**config.mk**
```make
export PLATFORM = sky130hd
export DESIGN_NAME = pc_fetch_unit
export DESIGN_NICKNAME = d
export VERILOG_FILES = /design/src/rtl/pc_fetch_unit.sv
export SDC_FILE = /design/constraint.sdc
export NUM_CORES = 1
export LEC_CHECK = 0
export CAP_MARGIN = 20
export CORE_ASPECT_RATIO = 0.7
export CORE_MARGIN = 1.5
export CORE_UTILIZATION = 45
export DETAILED_ROUTE_END_ITERATION = 6
export HOLD_SLACK_MARGIN = 0.02
export PLACE_DENSITY = 0.8
export SLEW_MARGIN = 0
export SYNTH_ARGS = -nofsm -noshare
export SYNTH_HDL_FRONTEND = slang
export SYNTH_SLANG_ARGS = --single-unit
```
**constraint.sdc**
```tcl
create_clock -name clk -period 3.6 [get_ports clk]
set_input_delay 0.72 -clock clk [delete_from_list [all_inputs] [get_ports clk]]
set_output_delay 0.72 -clock clk [all_outputs]
set_load 0.02 [all_outputs]
```
**src/rtl/pc_fetch_unit.sv**
```systemverilog
`default_nettype none
// ============================================================================
// Module   : pc_fetch_unit
// Brief    : Program counter and instruction-fetch stage with next-PC select.
// Revision : 1.0 - initial release
// ============================================================================
module pc_fetch_unit #(
  parameter logic [31:0] RESET_PC = 32'h0000_0000
) (
  input  logic        clk,
  input  logic        reset,
  input  logic        stall,
  input  logic        branch_taken,
  input  logic [31:0] branch_offset,
  input  logic        jump,
  input  logic [25:0] jump_index,
  input  logic        jump_reg,
  input  logic [31:0] jump_reg_addr,
  output logic        imem_req,
  output logic [31:0] imem_addr,
  input  logic        imem_ready,
  input  logic [31:0] imem_rdata,
  output logic        instr_valid,
  output logic [31:0] instr,
  output logic [31:0] instr_pc,
  output logic [31:0] instr_pc_plus4,
  output logic        addr_error
);

  typedef enum logic [1:0] {
    IDLE    = 2'd0,
    REQ     = 2'd1,
    DELIVER = 2'd2
  } state_t;

  state_t      r_state;
  state_t      w_next_state;
  logic [31:0] r_pc;
  logic [31:0] w_pc_target;
  logic        w_misaligned;
  logic        r_imem_req;
  logic        r_instr_valid;
  logic [31:0] r_instr;
  logic [31:0] r_instr_pc;
  logic [31:0] r_instr_pc_plus4;
  logic        r_addr_error;

  // Redirect target is formed from the delivered instruction's PC+4.
  always_comb begin
    w_pc_target  = r_instr_pc_plus4;
    w_misaligned = 1'b0;
    if (jump_reg) begin
      w_pc_target  = {jump_reg_addr[31:2], 2'b00};
      w_misaligned = |jump_reg_addr[1:0];
    end else if (jump) begin
      w_pc_target = {r_instr_pc_plus4[31:28], jump_index, 2'b00};
    end else if (branch_taken) begin
      w_pc_target = r_instr_pc_plus4 + (branch_offset << 2);
    end
  end

  always_comb begin
    w_next_state = r_state;
    case (r_state)
      IDLE:    w_next_state = REQ;
      REQ:     if (imem_ready) w_next_state = DELIVER;
      DELIVER: if (!stall) w_next_state = REQ;
      default: w_next_state = IDLE;
    endcase
  end

  always_ff @(posedge clk) begin
    if (reset) begin
      r_state          <= IDLE;
      r_pc             <= RESET_PC;
      r_imem_req       <= 1'b0;
      r_instr_valid    <= 1'b0;
      r_instr          <= 32'h0;
      r_instr_pc       <= 32'h0;
      r_instr_pc_plus4 <= 32'h0;
      r_addr_error     <= 1'b0;
    end else begin
      r_state       <= w_next_state;
      r_imem_req    <= (w_next_state == REQ);
      r_instr_valid <= (w_next_state == DELIVER);
      r_addr_error  <= 1'b0;
      if (r_state == REQ && imem_ready) begin
        r_instr          <= imem_rdata;
        r_instr_pc       <= r_pc;
        r_instr_pc_plus4 <= r_pc + 32'd4;
      end
      if (r_state == DELIVER && !stall) begin
        r_pc         <= w_pc_target;
        r_addr_error <= w_misaligned;
      end
    end
  end

  assign imem_req       = r_imem_req;
  assign imem_addr      = r_pc;
  assign instr_valid    = r_instr_valid;
  assign instr          = r_instr;
  assign instr_pc       = r_instr_pc;
  assign instr_pc_plus4 = r_instr_pc_plus4;
  assign addr_error     = r_addr_error;

endmodule
`default_nettype wire

```
==> out/qor.json, run 1 <==
{
  "run_status": "finished clean",
  "remaining_drc_errors": 0,
  "synth_top_cell_area_share": 0.363,
  "worstSetupEndpoint": "imem_addr[28]$_SDFFE_PP0P_",
  "viasPerCell": 5.56,
  "boundaryPins": 260,
  "post-layout-total-power_uw": 4070,
  "timing.clock.skew_ps": 13.3,
  "ant_nets": 0,
  "initial_core_util": 0.463,
  "yosys-top-cells-count": "192 x nand2_1, 131 x dfxtp_1, 117 x a21oi_1",
  "cp_num_cells": 12,
  "design_area_mm2": 0.0106,
  "worst_ep_arrival_time_ps": 3600,
  "vdd_ir_drop_max_mv": 0.267,
  "syn-mean-instance-area_um2": 7.53,
  "tightestPinTransition_ps": 651,
  "die_area_mm2": 0.0168,
  "rsz0062_at_grt": "false",
  "gp_congestion": 1.03,
  "first_global_vias": 7167,
  "number_of_clock_buffers_inserted_by_tritoncts": 17,
  "path_clk_slew_ps": 60,
  "die_width_um": 154,
  "start_kind": "input pin",
  "timing.critical_path.from": "branch_offset[0]",
  "post_synth_main_area_contributors": "dfxtp_1 36%, nand2_1 10%, a21oi_1 8.1%, ha_1 5.2%, nor2_1 5.1%",
  "number_of_synthesized_flops_with_an_enable_pin": 0,
  "power.static_leakage_uw": 0.00388,
  "hold_slack_ps": 451,
  "cp.required_ps": 3880,
  "num_vias": 7840,
  "worstPathMaxFanout": 3,
  "r2r-start": "instr_pc_plus4[2]$_SDFFE_PP0P_",
  "syn_area_mm2": 0.00722,
  "wire_length_of_the_first_global_routing_pass_mm": 37.9,
  "placed_cell_area_mm2": 0.0100,
  "core_area_mm2": 0.0156,
  "yosys.cell_count.top_type": "nand2_1",
  "worstSetupEndpointType": "flop",
  "crit_path_buffers_inverters": 1,
  "cts_post_setup_buffers_inserted": 0,
  "yosys_most_used_dff": "dfxtp_1",
  "rrSetupSlack_ps": 640,
  "tritoncts": "built",
  "drt_first_iter_violations": 597,
  "clk_latency_ps": 410,
  "place.detailed.hpwl_mm": 18.3,
  "period_share": 0.922,
  "placementRows": 38,
  "wirelength_mm": 24.4,
  "slew_violations": 0,
  "maxSlewHeadroom": 0.565,
  "cell_accounting_for_the_most_synthesized_area": "dfxtp_1",
  "finalHoldViolCount": 0,
  "critPathMaxStageDelay_ps": 490,
  "fp.dieH_um": 109,
  "diodes": 0,
  "final_core_utilization": 0.679,
  "cts_htree_levels": 4,
  "crit_path_cell_trace": "clkdlybuf4s50_1 -> ha_1 -> fa_1 -> a21oi_1 -> nor2_1 -> nor4b_4 -> nor3_1 -> o2111ai_2 -> a311o_1 -> xnor2_1 -> a221oi_1 -> a211oi_1",
  "yosys_warnings": 0,
  "power.density_mw_per_mm2": 384,
  "cpLargestDelayFamily": "compound AO/OA/AOI/OAI gates",
  "grt_overflow": 0,
  "max_clock_freq_mhz": 301,
  "timing.final.setup_violations": 0,
  "clock-root-buffer": "clkbuf_16",
  "synth-async-reset-ratio": 0,
  "port_buffers": 257,
  "r2r_cells": 11,
  "period_needed_ps": 3320,
  "clk_buf_depth": 2,
  "maximum_number_of_pins_on_one_net_before_global_route_repair": 53,
  "r2r_path_end": "imem_addr[28]$_SDFFE_PP0P_",
  "synth.ff_latch_count": 131,
  "holdCritPathClass": "flop to flop",
  "areaGrowthSynthToFinish_pct": 46.8,
  "global_route.usage.total": 0.287,
  "post_drt_wl_per_cell_um": 17.3,
  "synth_cells": 958,
  "number_of_clock_sinks": 131,
  "final_layout_size_suffix_gt1_frac": 0.0595,
  "drt-pass1-iter-count": 6,
  "synth_seq_area_share": 0.363,
  "postSynthNetCount": 1118,
  "design.final.nets": 1357,
  "maxCapViolCount": 0,
  "timing.critical_path.slowest_stage_cell": "nor3_1",
  "grt_antenna_before_repair": 0,
  "yosysUniqueCellTypes": 64,
  "crit_type": "input pin to flop"
}
==> through the flow <==
stage / instances / setup slack [ps] / TNS, ps
final: 1410 / 281 / 0
after detailed placement: 1378 / -116 / -349
after CTS: 1410 / 287 / 0
after global routing: 1410 / 51.0 / 0
after floorplan: 958 / 606 / 0
after global placement: 1378 / -114 / -352
==> kinds of logic (layout without fill, tap and decap cells) <==
group / Yosys count / after routing / share of synthesized area
adders and majority gates: 31 / 31 / 0.0548
muxes: 16 / 16 / 0.0232
DFF: 131 / 131 / 0.363
and+or+nand+nor: 380 / 380 / 0.224
xor gates and xnor gates: 45 / 45 / 0.0546
buffers and inverters: 84 / 336 / 0.0459
AOI/OAI and AO/OA: 271 / 271 / 0.234
==> metal layers <==
| layer | up-vias | GRT usage | wire (um) |
|---|---|---|---|
| li1 | 3846 | - | - |
| met1 | 3600 | 0.375 | 10400 |
| met2 | 358 | 0.476 | 11200 |
| met3 | 36 | 0.0684 | 2450 |
| met4 | 0 | 0.0824 | 395 |
| met5 | - | 0 | 0 |
==> repair_timing <==
action / in CTS / in global routing
resized for setup: 0 / 1
endpoints found under the setup margin: 0 / 1
hold buffers: 0 / 0
==> worst min-delay path, cell delays in order, from the launching register on <==
cell,delay [ps]
dfxtp_1,300
nand2_1,50
a21oi_1,50
==> state kept, by name (all words and copies together), names as in the netlist <==
signal,count
addr_error,1
imem_addr,32
instr,32
imem_req,1
instr_pc_plus4,30
instr_valid,1
instr_pc,32
r_state,2
==> final cells by class <==
type / count / area (um2)
Fill cell: 1361 / 5000
Multi-Input combinational cell: 743 / 4280
Timing Repair Buffer: 284 / 2800
Sequential cell: 131 / 2620
Clock buffer: 18 / 429
Tap cell: 200 / 250
Clock inverter: 14 / 144
Inverter: 20 / 75.1
==> layout by cell type (no fill, tap or decap), types with 5 or more instances in the layout <==
cell and instances:
xnor2_1 19, mux2_2 6, inv_6 6, nand4_1 6, o31ai_1 6, nor2b_1 10, o21ai_0 40, dfxtp_1 131
nor3_1 18, xor2_1 26, and3_1 7, ha_1 30, a211oi_1 39, a21o_1 7, clkbuf_16 17, a31oi_1 8
clkdlybuf4s50_1 256, a21oi_1 117, nand2_1 192, mux2i_1 10, inv_1 20, nand3_1 28, buf_4 26, o211ai_1 6
nor2_1 99, o221ai_1 5
==> worst min-delay path by stage <==
stage,slack (ps),endpoint,from,depth (start not counted)
after floorplan,530,instr[0]$_SDFFE_PP0P_,instr[0]$_SDFFE_PP0P_,2
after global routing,460,instr_pc[19]$_SDFFE_PP0P_,instr_pc[19]$_SDFFE_PP0P_,2
after CTS,450,instr_pc[5]$_SDFFE_PP0P_,instr_pc[5]$_SDFFE_PP0P_,2
after detailed placement,450,instr[16]$_SDFFE_PP0P_,instr[16]$_SDFFE_PP0P_,2
final,450,instr_pc[17]$_SDFFE_PP0P_,instr_pc[17]$_SDFFE_PP0P_,2
after global placement,440,instr_pc[2]$_SDFFE_PP0P_,instr_pc[2]$_SDFFE_PP0P_,2
==> where the power goes <==
| part | switching (uW) | internal (uW) | leakage [uW] |
|---|---|---|---|
| Combinational | 425 | 404 | 0.00255 |
| Sequential | 60.2 | 1500 | 0.00106 |
| Clock | 702 | 974 | 0.000269 |
| Total | 1190 | 2880 | 0.00388 |
(Power assumes the default switching activity.)
==> inputs of run 2 (changes only) <==
--- a/config.mk
+++ b/config.mk
@@ -12,6 +12,8 @@
 export DETAILED_ROUTE_END_ITERATION = 6
 export HOLD_SLACK_MARGIN = 0.02
 export PLACE_DENSITY = 0.8
+export REMOVE_ABC_BUFFERS = 1
+export SKIP_LAST_GASP = 1
 export SLEW_MARGIN = 0
 export SYNTH_ARGS = -nofsm -noshare
 export SYNTH_HDL_FRONTEND = slang
==> out/qor.json, run 2 (synthesis gave the netlist of run 1 again) <==
{
  "run_status": "finished clean",
  "ant_nets": {"value": 0, "change": "unchanged"},
  "tritoncts": "built",
  "cts_htree_levels": {"value": 4, "change": "unchanged"},
  "wire_length_of_the_first_global_routing_pass": {"value": 37.6, "unit": "mm", "change": "-0.57%"},
  "maxCapViolCount": {"value": 0, "change": "unchanged"},
  "grt_antenna_before_repair": {"value": 0, "change": "unchanged"},
  "critPathMaxStageDelay": {"value": 420, "unit": "ps", "change": "-70 ps"},
  "timing.critical_path.slowest_stage_cell": "fa_1",
  "crit_type": "input pin to flop",
  "post-layout-total-power": {"value": 4100, "unit": "uW", "change": "+0.78%"},
  "holdCritPathClass": "flop to flop",
  "worst_ep_arrival_time": {"value": 3680, "unit": "ps", "change": "+80 ps"},
  "fp.dieH": {"value": 109, "unit": "um", "change": "unchanged"},
  "placementRows": {"value": 38, "change": "unchanged"},
  "clk_latency": {"value": 420, "unit": "ps", "change": "about the same"},
  "tightestPinTransition": {"value": 858, "unit": "ps", "change": "+207 ps"},
  "die_width": {"value": 154, "unit": "um", "change": "unchanged"},
  "timing.clock.skew": {"value": 10.2, "unit": "ps", "change": "-3.16 ps"},
  "core_area": {"value": 0.0156, "unit": "mm2", "change": "unchanged"},
  "worstSetupEndpointType": "flop",
  "rrSetupSlack": {"value": 570, "unit": "ps", "change": "-70 ps"},
  "crit_path_buffers_inverters": {"value": 2, "change": "+1"},
  "diodes": {"value": 0, "change": "unchanged"},
  "clock-root-buffer": "clkbuf_16",
  "final_common_cell": "clkdlybuf4s50_1",
  "viasPerCell": {"value": 5.54, "change": "-0.30%"},
  "number_of_clock_buffers_inserted_by_tritoncts": {"value": 17, "change": "unchanged"},
  "maximum_number_of_pins_on_one_net_before_global_route_repair": {"value": 79, "change": "+49%"},
  "port_buffers": {"value": 257, "change": "unchanged"},
  "slew_violations": {"value": 0, "change": "unchanged"},
  "number_of_clock_sinks": {"value": 131, "change": "unchanged"},
  "crit_path_cell_trace": "clkdlybuf4s50_1 -> ha_1 -> fa_1 -> a21oi_2 -> nor2_1 -> nor4b_2 -> buf_4 -> nor3_1 -> o2111ai_2 -> a311o_1 -> xnor2_1 -> a221oi_1 -> a211oi_1",
  "drt_first_iter_violations": {"value": 543, "change": "-9.0%"},
  "max_clock_freq": {"value": 293, "unit": "MHz", "change": "-2.6%"},
  "setup_slack": {"value": 192, "unit": "ps", "change": "-89.5 ps"},
  "first_global_vias": {"value": 7355, "change": "+2.6%"},
  "vdd_ir_drop_max": {"value": 0.341, "unit": "mV", "change": "+28%"},
  "design.final.nets": {"value": 1362, "change": "+0.37%"},
  "place.detailed.hpwl": {"value": 18.0, "unit": "mm", "change": "-1.7%"},
  "r2r_path_end": "imem_addr[28]$_SDFFE_PP0P_",
  "gr-usage-met3": {"value": 0.103, "change": "+0.0346"},
  "period_needed": {"value": 3410, "unit": "ps", "change": "+89.5 ps"},
  "final_core_utilization": {"value": 0.680, "change": "+0.000882"},
  "boundaryPins": {"value": 260, "change": "unchanged"},
  "postCtsHoldBufs": {"value": 0, "change": "unchanged"},
  "die_area": {"value": 0.0168, "unit": "mm2", "change": "unchanged"},
  "dp_slack": {"value": -191, "unit": "ps", "change": "-74.9 ps"},
  "clk_buf_depth": {"value": 2, "change": "unchanged"},
  "gp_congestion": {"value": 0.922, "change": "-11%"},
  "areaGrowthSynthToFinish_pct": 47.0,
  "cp.required": {"value": 3870, "unit": "ps", "change": "about the same"},
  "num_vias": {"value": 7833, "change": "-0.089%"},
  "period_share": {"value": 0.947, "change": "+0.0249"},
  "global_route.usage.met2": {"value": 0.466, "change": "-0.0100"},
  "timing.final.setup_violations": {"value": 0, "change": "unchanged"},
  "maxSlewHeadroom": {"value": 0.426, "change": "-0.139"},
  "initial_core_util": {"value": 0.463, "change": "unchanged"},
  "final_layout_size_suffix_gt1_frac": {"value": 0.0602, "change": "+0.000677"},
  "mostFrequentLayoutCells": "255 x clkdlybuf4s50_1, 192 x nand2_1, 131 x dfxtp_1",
  "worstPathMaxFanout": {"value": 4, "change": "+1"},
  "power.static_leakage": {"value": 0.00390, "unit": "uW", "change": "+0.55%"},
  "cp_num_cells": {"value": 13, "change": "+1"},
  "finalHoldViolCount": {"value": 0, "change": "unchanged"},
  "r2r_cells": {"value": 12, "change": "+1"},
  "post_drt_wl_per_cell": {"value": 17.3, "unit": "um", "change": "about the same"},
  "start_kind": "input pin",
  "worstSetupEndpoint": "imem_addr[28]$_SDFFE_PP0P_",
  "wirelength": {"value": 24.4, "unit": "mm", "change": "+0.21%"},
  "drt-pass1-iter-count": {"value": 5, "change": "-1"},
  "globalRouteMet1Util": {"value": 0.366, "change": "-0.00958"},
  "global_route.usage.total": {"value": 0.288, "change": "+0.000712"},
  "grt_overflow": {"value": 0, "change": "unchanged"},
  "rsz0062_at_grt": "false",
  "power.density": {"value": 386, "unit": "mW/mm2", "change": "+0.65%"},
  "timing.critical_path.from": "branch_offset[0]",
  "path_clk_slew": {"value": 50, "unit": "ps", "change": "about the same"},
  "r2r-start": "instr_pc_plus4[2]$_SDFFE_PP0P_",
  "busiest_layer_in_global_routing": "met2",
  "cpLargestDelayFamily": "compound AO/OA/AOI/OAI gates",
  "remaining_drc_errors": {"value": 0, "change": "unchanged"}
}
## run 2: what timing repair did
action / CTS / global route
buffers inserted: 0 / 1
setup endpoints to repair: 0 / 1
gates resized for setup: 0 / 1
## run 2: how the worst min path moves through the flow
stage	start	end	slack, ps	depth (start not counted)
floorplan	instr[0]$_SDFFE_PP0P_	instr[0]$_SDFFE_PP0P_	530	2
global placement	instr[28]$_SDFFE_PP0P_	instr[28]$_SDFFE_PP0P_	440	2
detailed placement	instr[6]$_SDFFE_PP0P_	instr[6]$_SDFFE_PP0P_	450	2
CTS	instr[12]$_SDFFE_PP0P_	instr[12]$_SDFFE_PP0P_	450	2
global route	instr[6]$_SDFFE_PP0P_	instr[6]$_SDFFE_PP0P_	470	2
finish	instr[6]$_SDFFE_PP0P_	instr[6]$_SDFFE_PP0P_	450	2
## run 2: worst reg2reg max path: stages (launching register included)
cell,delay (ps)
dfxtp_1,340
ha_1,210
fa_1,420
a21oi_2,180
nor2_1,100
nor4b_2,400
buf_4,200
nor3_1,70
o2111ai_2,300
a311o_1,230
xnor2_1,70
a221oi_1,290
a211oi_1,80
## run 2: layout make-up
type                    instances  area [um2]
flip-flops and latches        131        2620
well taps                     200         250
clock inverters                 4        72.6
clock buffers                  26         499
inverters                      20        75.1
multi-input cells             743        4270
repair buffers                289        2820
fillers                      1305        4990
## run 2: power by group
part	internal, uW	total (uW)	switching (uW)
Sequential	1500	1560	55.9
Combinational	405	842	437
Clock	1080	1700	613
## run 2: through the flow
step / cell area (um2) / cells / TNS [ps] / hold slack, ps
after floorplan: 6960 / 894 / 0 / 528
after global placement: 10000 / 1382 / -235 / 441
after detailed placement: 10000 / 1382 / -554 / 446
after CTS: 10600 / 1412 / 0 / 453
after global routing: 10600 / 1413 / 0 / 472
final: 10600 / 1413 / 0 / 451
## run 2: routing by layer
layer / up-vias / share of wire
met3: 19 / 0.11
met4: 0 / 0.011
met5: - / 0
met1: 3620 / 0.43
li1: 3855 / -
met2: 339 / 0.45
